### src/rtl/gpio_cfg_pkg.sv
// gpio_cfg_pkg: shared status codes, FSM states and config-word layout for gpio_cfg_master
package gpio_cfg_pkg;
  typedef enum logic [1:0] {
    ST_OK       = 2'b00,
    ST_TIMEOUT  = 2'b01,
    ST_MISMATCH = 2'b10,
    ST_BADIDX   = 2'b11
  } status_e;
  typedef enum logic [2:0] {IDLE, WR, GAP, RD, RSP} state_e;
  localparam int CFG_W        = 12;
  localparam int CFG_OUT_VAL  = 11;
  localparam int CFG_OUT_EN   = 10;
  localparam int CFG_INP_DIS  = 9;
  localparam int CFG_PULLUP   = 1;
  localparam int CFG_PULLDOWN = 0;
  function automatic logic [31:0] cfg_word(input logic [CFG_W-1:0] d);
    return {{(32-CFG_W){1'b0}}, d};
  endfunction
endpackage

### src/rtl/gpio_cfg_master.sv
// gpio_cfg_master: Wishbone classic initiator issuing GPIO config read, write and
// write-with-verify cycles with an ack timeout and a single outstanding transaction.
module gpio_cfg_master
  import gpio_cfg_pkg::*;
#(
  parameter logic [31:0] BASE_ADR    = 32'h2100_0000,
  parameter logic [31:0] GPIO_STRIDE = 32'h0000_0100,
  parameter logic [7:0]  CFG_OFFSET  = 8'h00,
  parameter int          NUM_GPIO    = 16,
  parameter int          IDX_W       = 5,
  parameter int          TIMEOUT     = 16
) (
  input  logic             clk,
  input  logic             resetn,
  input  logic             cmd_valid,
  output logic             cmd_ready,
  input  logic             cmd_we,
  input  logic             cmd_verify,
  input  logic [IDX_W-1:0] cmd_idx,
  input  logic [11:0]      cmd_data,
  output logic             rsp_valid,
  input  logic             rsp_ready,
  output logic [15:0]      rsp_data,
  output logic [1:0]       rsp_status,
  output logic [31:0]      wbm_adr_o,
  output logic [31:0]      wbm_dat_o,
  output logic [3:0]       wbm_sel_o,
  output logic             wbm_we_o,
  output logic             wbm_cyc_o,
  output logic             wbm_stb_o,
  input  logic             wbm_ack_i,
  input  logic [31:0]      wbm_dat_i
);
  localparam int CNT_W = $clog2(TIMEOUT);
  state_e           state_q, state_d;
  status_e          status_q, status_d;
  logic [CNT_W-1:0] cnt_q, cnt_d;
  logic [31:0]      adr_q, adr_d;
  logic [CFG_W-1:0] data_q, data_d;
  logic             verify_q, verify_d;
  logic [15:0]      rsp_data_q, rsp_data_d;
  logic             stb, expired;
  logic             unused_dat_hi;
  assign unused_dat_hi = ^wbm_dat_i[31:16];
  assign stb        = state_q == WR || state_q == RD;
  assign expired    = cnt_q == CNT_W'(TIMEOUT - 1);
  assign cmd_ready  = state_q == IDLE;
  assign rsp_valid  = state_q == RSP;
  assign rsp_data   = rsp_data_q;
  assign rsp_status = status_q;
  assign wbm_adr_o  = adr_q;
  assign wbm_dat_o  = state_q == WR ? cfg_word(data_q) : 32'd0;
  assign wbm_sel_o  = stb ? 4'hF : 4'h0;
  assign wbm_we_o   = state_q == WR;
  assign wbm_cyc_o  = stb;
  assign wbm_stb_o  = stb;
  always_ff @(posedge clk or negedge resetn) begin
    if (!resetn) begin
      state_q    <= IDLE;
      status_q   <= ST_OK;
      cnt_q      <= '0;
      adr_q      <= '0;
      data_q     <= '0;
      verify_q   <= 1'b0;
      rsp_data_q <= '0;
    end else begin
      state_q    <= state_d;
      status_q   <= status_d;
      cnt_q      <= cnt_d;
      adr_q      <= adr_d;
      data_q     <= data_d;
      verify_q   <= verify_d;
      rsp_data_q <= rsp_data_d;
    end
  end
  always_comb begin
    state_d    = state_q;
    status_d   = status_q;
    cnt_d      = cnt_q;
    adr_d      = adr_q;
    data_d     = data_q;
    verify_d   = verify_q;
    rsp_data_d = rsp_data_q;
    case (state_q)
      IDLE: if (cmd_valid) begin
        data_d   = cmd_data;
        verify_d = cmd_we && cmd_verify;
        cnt_d    = '0;
        if (32'(cmd_idx) >= 32'(NUM_GPIO)) begin
          rsp_data_d = '0;
          status_d   = ST_BADIDX;
          state_d    = RSP;
        end else begin
          adr_d   = BASE_ADR + 32'(cmd_idx) * GPIO_STRIDE + 32'(CFG_OFFSET);
          state_d = cmd_we ? WR : RD;
        end
      end
      WR, RD: begin
        cnt_d = cnt_q + 1'b1;
        // an ack in the last allowed cycle takes priority over the timeout
        if (wbm_ack_i) begin
          cnt_d      = '0;
          state_d    = (state_q == WR && verify_q) ? GAP : RSP;
          rsp_data_d = state_q == WR ? {4'd0, data_q} : wbm_dat_i[15:0];
          status_d   = (state_q == RD && verify_q && wbm_dat_i[11:0] != data_q) ? ST_MISMATCH : ST_OK;
        end else if (expired) begin
          rsp_data_d = '0;
          status_d   = ST_TIMEOUT;
          state_d    = RSP;
        end
      end
      GAP: begin
        cnt_d   = '0;
        state_d = RD;
      end
      RSP: if (rsp_ready) state_d = IDLE;
      default: state_d = IDLE;
    endcase
  end
endmodule
### config.mk
export PLATFORM = sky130hd
export DESIGN_NAME = gpio_cfg_master
export DESIGN_NICKNAME = d
export VERILOG_FILES = /design/src/rtl/gpio_cfg_pkg.sv /design/src/rtl/gpio_cfg_master.sv
export SDC_FILE = /design/constraint.sdc
export NUM_CORES = 1
export LEC_CHECK = 0
export BUFFER_PORTS_ARGS = -buffer_cell sky130_fd_sc_hd__buf_2
export CORE_MARGIN = 10
export CORE_UTILIZATION = 40
export CTS_BUF_LIST = sky130_fd_sc_hd__clkbuf_16
export CTS_CLUSTER_DIAMETER = 100
export DETAILED_ROUTE_END_ITERATION = 7
export GPL_ROUTABILITY_DRIVEN = 0
export PLACE_DENSITY = 0.79
export SLEW_MARGIN = 20
export SYNTH_ARGS = -nofsm -noshare
export SYNTH_HDL_FRONTEND = slang
export SYNTH_SLANG_ARGS = --single-unit
### constraint.sdc
create_clock -name clk -period 4.47 [get_ports clk]
set_input_delay 0.2235 -clock clk [delete_from_list [all_inputs] [get_ports clk]]
set_output_delay 0.2235 -clock clk [all_outputs]
set_load 0.05 [all_outputs]
* Word-level counts from Yosys, hierarchy flattened
Index checks and enable logic that the tools add are counted.
** Operators by class
- $add $sub $neg :: 2
- Order comparisons :: 1
- Eq/ne operators :: 10
- Multiplexer cells :: 25
- Bitwise logic cells :: 1
- Reduce and logical (&&, ||, !) cells :: 14
** Operator list (number)
- 16-bit 2-to-1 mux :: 5
- 16-bit one-hot mux with 2 select lines :: 1
- 30-bit by 13-bit adder with 31-bit output (first input constant) :: 1
- 3-bit 2-to-1 mux :: 6
- 12-bit 2-to-1 mux :: 1
- 2-bit 2-to-1 mux :: 6
- 4-bit 2-to-1 mux :: 3
- 12-bit inequality test :: 1
- 3-bit one-hot mux with 4 select lines :: 1
- 4-bit one-hot mux with 3 select lines :: 1
- 3-bit by 2-bit == test with 1-bit output (second input constant) :: 2
- 3-bit AND reduction :: 2
- 5-bit >= comparator (second input constant) :: 1
- 4-bit by 1-bit adder with 4-bit output (second input constant) :: 1
- 4-bit == test (second input constant) :: 1
- 1-bit logical AND :: 4
- 2-bit by 1-bit inequality test with 1-bit output (second input constant) :: 2
- 2-bit one-hot mux with 2 select lines :: 1
- 2-bit AND reduction :: 2
- 4-bit AND reduction :: 1
- 3-bit by 1-bit == test with 1-bit output (second input constant) :: 1
- 3-bit == test (second input constant) :: 1
- 3-bit zero test :: 1
- 3-bit inequality test (second input constant) :: 1
- other kinds (6) :: 6
** Word-level totals
- Bits in registers :: 70
- Bits of input ports :: 56
- Output and inout port bits :: 91
- Logic and storage cells :: 60

* Logic depth before layout (Yosys ltp)
- Depth in word-level cells :: 6
- Gate-level depth with buffers :: 8
- Gate-level depth less buffers :: 5

* Worst setup path after synthesis
OpenSTA, ideal clock, no wires.
- Kind :: reg2reg
- Start :: register state_q[2]
- End :: register data_q[10]
- Setup time :: 0.125 ns
- Arrival time :: 2.467 ns
- Required time :: 4.345 ns
- Slack :: 1.878 ns
- Stages on the path, launching flop included :: 7
- Buffers on the path :: 3
- Period minus slack after synthesis :: 2.592 ns
- Path through :: dfrtp_1 > buf_2 > nor3_1 > and2_1 > buf_4 > buf_4 > mux2_2
** Between the ends
- Cells in the longest elaborated chain, start to end :: 2
** RTL lines
- start: declaration :: RTL line gpio_cfg_master.sv:35 : state_e state_q, state_d;
- start signal: assignment :: RTL line gpio_cfg_master.sv:67 : state_q <= state_d;
- 3-bit zero test
- named net cmd_ready :: RTL line gpio_cfg_master.sv:16 : output logic cmd_ready,
- 2-bit AND reduction (no source line)
- end signal: assignment :: RTL line gpio_cfg_master.sv:71 : data_q <= data_d;
- end: declaration :: RTL line gpio_cfg_master.sv:39 : logic [CFG_W-1:0] data_q, data_d;
The timed path passes the listed nets, and every way through them passes these cells.
A chain may end at the register's enable or synchronous reset.

* Worst setup path in the final report
- Start :: register state_q[0]
- End :: output port wbm_dat_o[0]
** Between the ends
- Cells in the longest elaborated chain, start to end :: 2
** RTL lines
- 3-bit by 1-bit == test with 1-bit output :: RTL line gpio_cfg_master.sv:52 : assign wbm_dat_o = state_q == WR ? cfg_word(data_q) : 32'd0;
- 12-bit 2-to-1 mux :: RTL line gpio_cfg_master.sv:52
- end: declaration :: RTL line gpio_cfg_master.sv:26 : output logic [31:0] wbm_dat_o,
Every way passes these cells.

==> flow_summary.json <==
{
  "portBuffers": 85,
  "rows": 29,
  "ys_ff_latch": 44,
  "max_freq_ghz": 0.333,
  "critPathMaxFanout": 25,
  "rr_startpoint": "state_q[0]$_DFFE_PN0P_",
  "hpwl_um": 5070,
  "ys_seq_area_share_pct": 43.2,
  "cts-root-buf": "clkbuf_16",
  "ios": 147,
  "grt_pass1_vias": 1957,
  "min_path_type": "input pin to flip-flop",
  "yosys-top-cells-count": "54 x buf_4, 44 x dfrtp_1, 19 x nand2_1",
  "timing.rr.end": "rsp_data[4]$_DFFE_PN0P_",
  "avgRoutedWirePerCell_um": 15.9,
  "power_leakage_nw": 1.50,
  "ant_nets": 0,
  "synth_edf_count": 0,
  "vias": 1843,
  "die-area_um2": 9970,
  "reg2reg_depth": 4,
  "synth.cell_area_um2": 2550,
  "routed_wl_um": 6350,
  "antenna_found_initial": 0,
  "synthMostInstantiatedCell": "buf_4",
  "ys_async_sr_fraction_pct": 100,
  "grt_pass1_wl_um": 10100,
  "placed_area_um2": 2770,
  "syn_avg_cell_area_um2": 10.4,
  "gr-total-overflow": 0,
  "cts-buffers-inserted": 5,
  "fill_cells": 625,
  "yosysTopAreaCell": "dfrtp_1",
  "post-route-util_pct": 47.0,
  "cts-resized-gates": 0,
  "finalSetupTns_ns": 0,
  "start_kind": "flip-flop",
  "fin_skew_ns": 0.00413,
  "first_pass_iters": 4,
  "endpoint_kind": "output port",
  "grt_usage_pct": 12.6,
  "finalHoldViolCount": 0,
  "period_share_pct": 67.1,
  "min_period_ns": 3.00,
  "timing.setup.critical_path_class": "flip-flop to output port",
  "rsz0062_at_grt": "false",
  "n_antenna_cell": 0,
  "slew_headroom_pct": 36.0,
  "peakVddDrop_uv": 374,
  "crit_arrival_ns": 2.78,
  "cts_tree": "built",
  "ys_types": 37,
  "p_per_area_nw_per_um2": 843,
  "postSynth.topFlopCell": "dfrtp_1",
  "synth_cells": 245,
  "nets": 377,
  "cp.required_ns": 4.25,
  "yosysWarnings": 0,
  "start_util_pct": 40.6,
  "cts_buffer_depth": 2,
  "crit_end": "wbm_dat_o[0]",
  "drtIter0Drc": 64,
  "drv_slew": 0,
  "netlist_top_cells_area": "dfrtp_1 43%, buf_4 16%, mux2_2 5.7%, mux2i_1 4.7%, xnor2_1 4.1%",
  "status": "complete, no violations",
  "drc_errors": 0,
  "yosysTopAreaCellShare_pct": 43.2,
  "layout-drive-gt1-share_pct": 34.3,
  "syn_to_final_growth_pct": 15.8,
  "cts.clk_slew.worst_paths_ns": 0.06,
  "maxCapViolCount": 0,
  "cts_max_level": 2,
  "grt_max_degree": 45,
  "setup_viol": 0,
  "r2r_slack_ns": 1.96,
  "cts_setup_buffers": 0,
  "core_area_um2": 6280,
  "insertion_delay_ns": 0.28,
  "final_area_um2": 2950,
  "worstMarginPinSlew_ns": 0.960,
  "critPathLaunch": "state_q[0]$_DFFE_PN0P_",
  "clock_sinks": 44,
  "die_h_um": 99.8,
  "die_w_um": 99.8,
  "viasPerCell": 4.63
}
-- where the power goes --
| group | switching [W] | total [W] | internal [W] |
|---|---|---|---|
| sequential | 0.000148 | 0.000715 | 0.000567 |
| clock | 0.000151 | 0.000413 | 0.000263 |
| combinational | 0.000986 | 0.00136 | 0.000373 |
| total | 0.00129 | 0.00249 | 0.00120 |
-- routing by layer --
metal  up-vias  GRT usage, %  part of all wire [%]
li1        882             -                     -
met1       885          13.9                    37
met2        69          21.1                    52
met3         7          5.36                   9.2
met4         0          4.74                   1.4
met5         -             0                     0
-- worst min-delay path by stage --
stage / startpoint / end / slack [ns] / depth (start not counted)
2_1_floorplan: resetn / cnt_q[0]$_DFFE_PN0P_ / -0.07 / 0
3_3_place_gp: resetn / data_q[7]$_DFFE_PN0P_ / 0.44 / 1
3_5_place_dp: resetn / data_q[8]$_DFFE_PN0P_ / 0.45 / 1
4_1_cts: resetn / data_q[8]$_DFFE_PN0P_ / 0.14 / 1
5_1_grt: cmd_data[9] / data_q[9]$_DFFE_PN0P_ / 0.15 / 2
6_report: cmd_data[9] / data_q[9]$_DFFE_PN0P_ / 0.16 / 2
-- layout make-up --
class	instances	area (µm²)	area share, %
clock buffer	5	125	4.24
clock inverter	3	42.5	1.44
inverter	4	15.0	0.508
multi-input combinational	179	1130	38.4
sequential	44	1100	37.3
tap	77	96.3	3.26
timing repair buffer	86	438	14.8
-- repair_timing --
action,CTS,global route
endpoints found under the setup margin,0,0
hold buffers,0,1
hold endpoints to repair,0,44
-- critical path, stage by stage, from the launching register on --
cell and delay, ns:
dfrtp_1 0.47, nor2b_1 0.65, and2b_1 0.86, and2_1 0.24, buf_2 0.27
-- cell families (layout without fill, tap and decap cells) --
| logic type | after synthesis | count (layout) | share of synthesized area, % |
|---|---|---|---|
| adder cells (fa/ha/maj) | 1 | 1 | 0.491 |
| buffers and inverters | 66 | 98 | 18.8 |
| AO/OA/AOI/OAI | 33 | 33 | 8.54 |
| other | 1 | 45 | 0.147 |
| flip-flops | 44 | 44 | 43.2 |
| AND/OR/NAND/NOR | 60 | 60 | 13.0 |
| XOR/XNOR | 12 | 12 | 4.12 |
| multiplexers | 28 | 28 | 11.8 |
-- stage by stage --
stage	setup WS (ns)	hold slack (ns)	power [W]	std cells
floorplan	1.88	-0.0721	0.00188	289
global placement	1.79	0.439	0.00206	389
detailed placement	1.75	0.446	0.00210	389
CTS	1.44	0.145	0.00252	397
global route	1.30	0.155	0.00264	398
finish	1.47	0.155	0.00249	398
-- sequential cells by signal, summed over array words and instances, names as in the netlist --
register    count
data_q         12
cnt_q           4
wbm_adr_o       6
rsp_data       16
rsp_status      2
state_q         3
verify_q        1
-- placed cells by master (no fill, tap or decap), types with 5 or more instances in the layout --
master     Yosys  layout
xnor2_1       12      12
clkbuf_16      0       5
and2_1        15      15
a32o_1         5       5
buf_2          2      84
mux2i_1       12      12
nand2_1       19      19
mux2_2        13      13
o21ai_1        7       7
conb_1         1      45
o21ai_0       11      11
dfrtp_1       44      44
No activity file was read; power rests on OpenSTA's default activity.
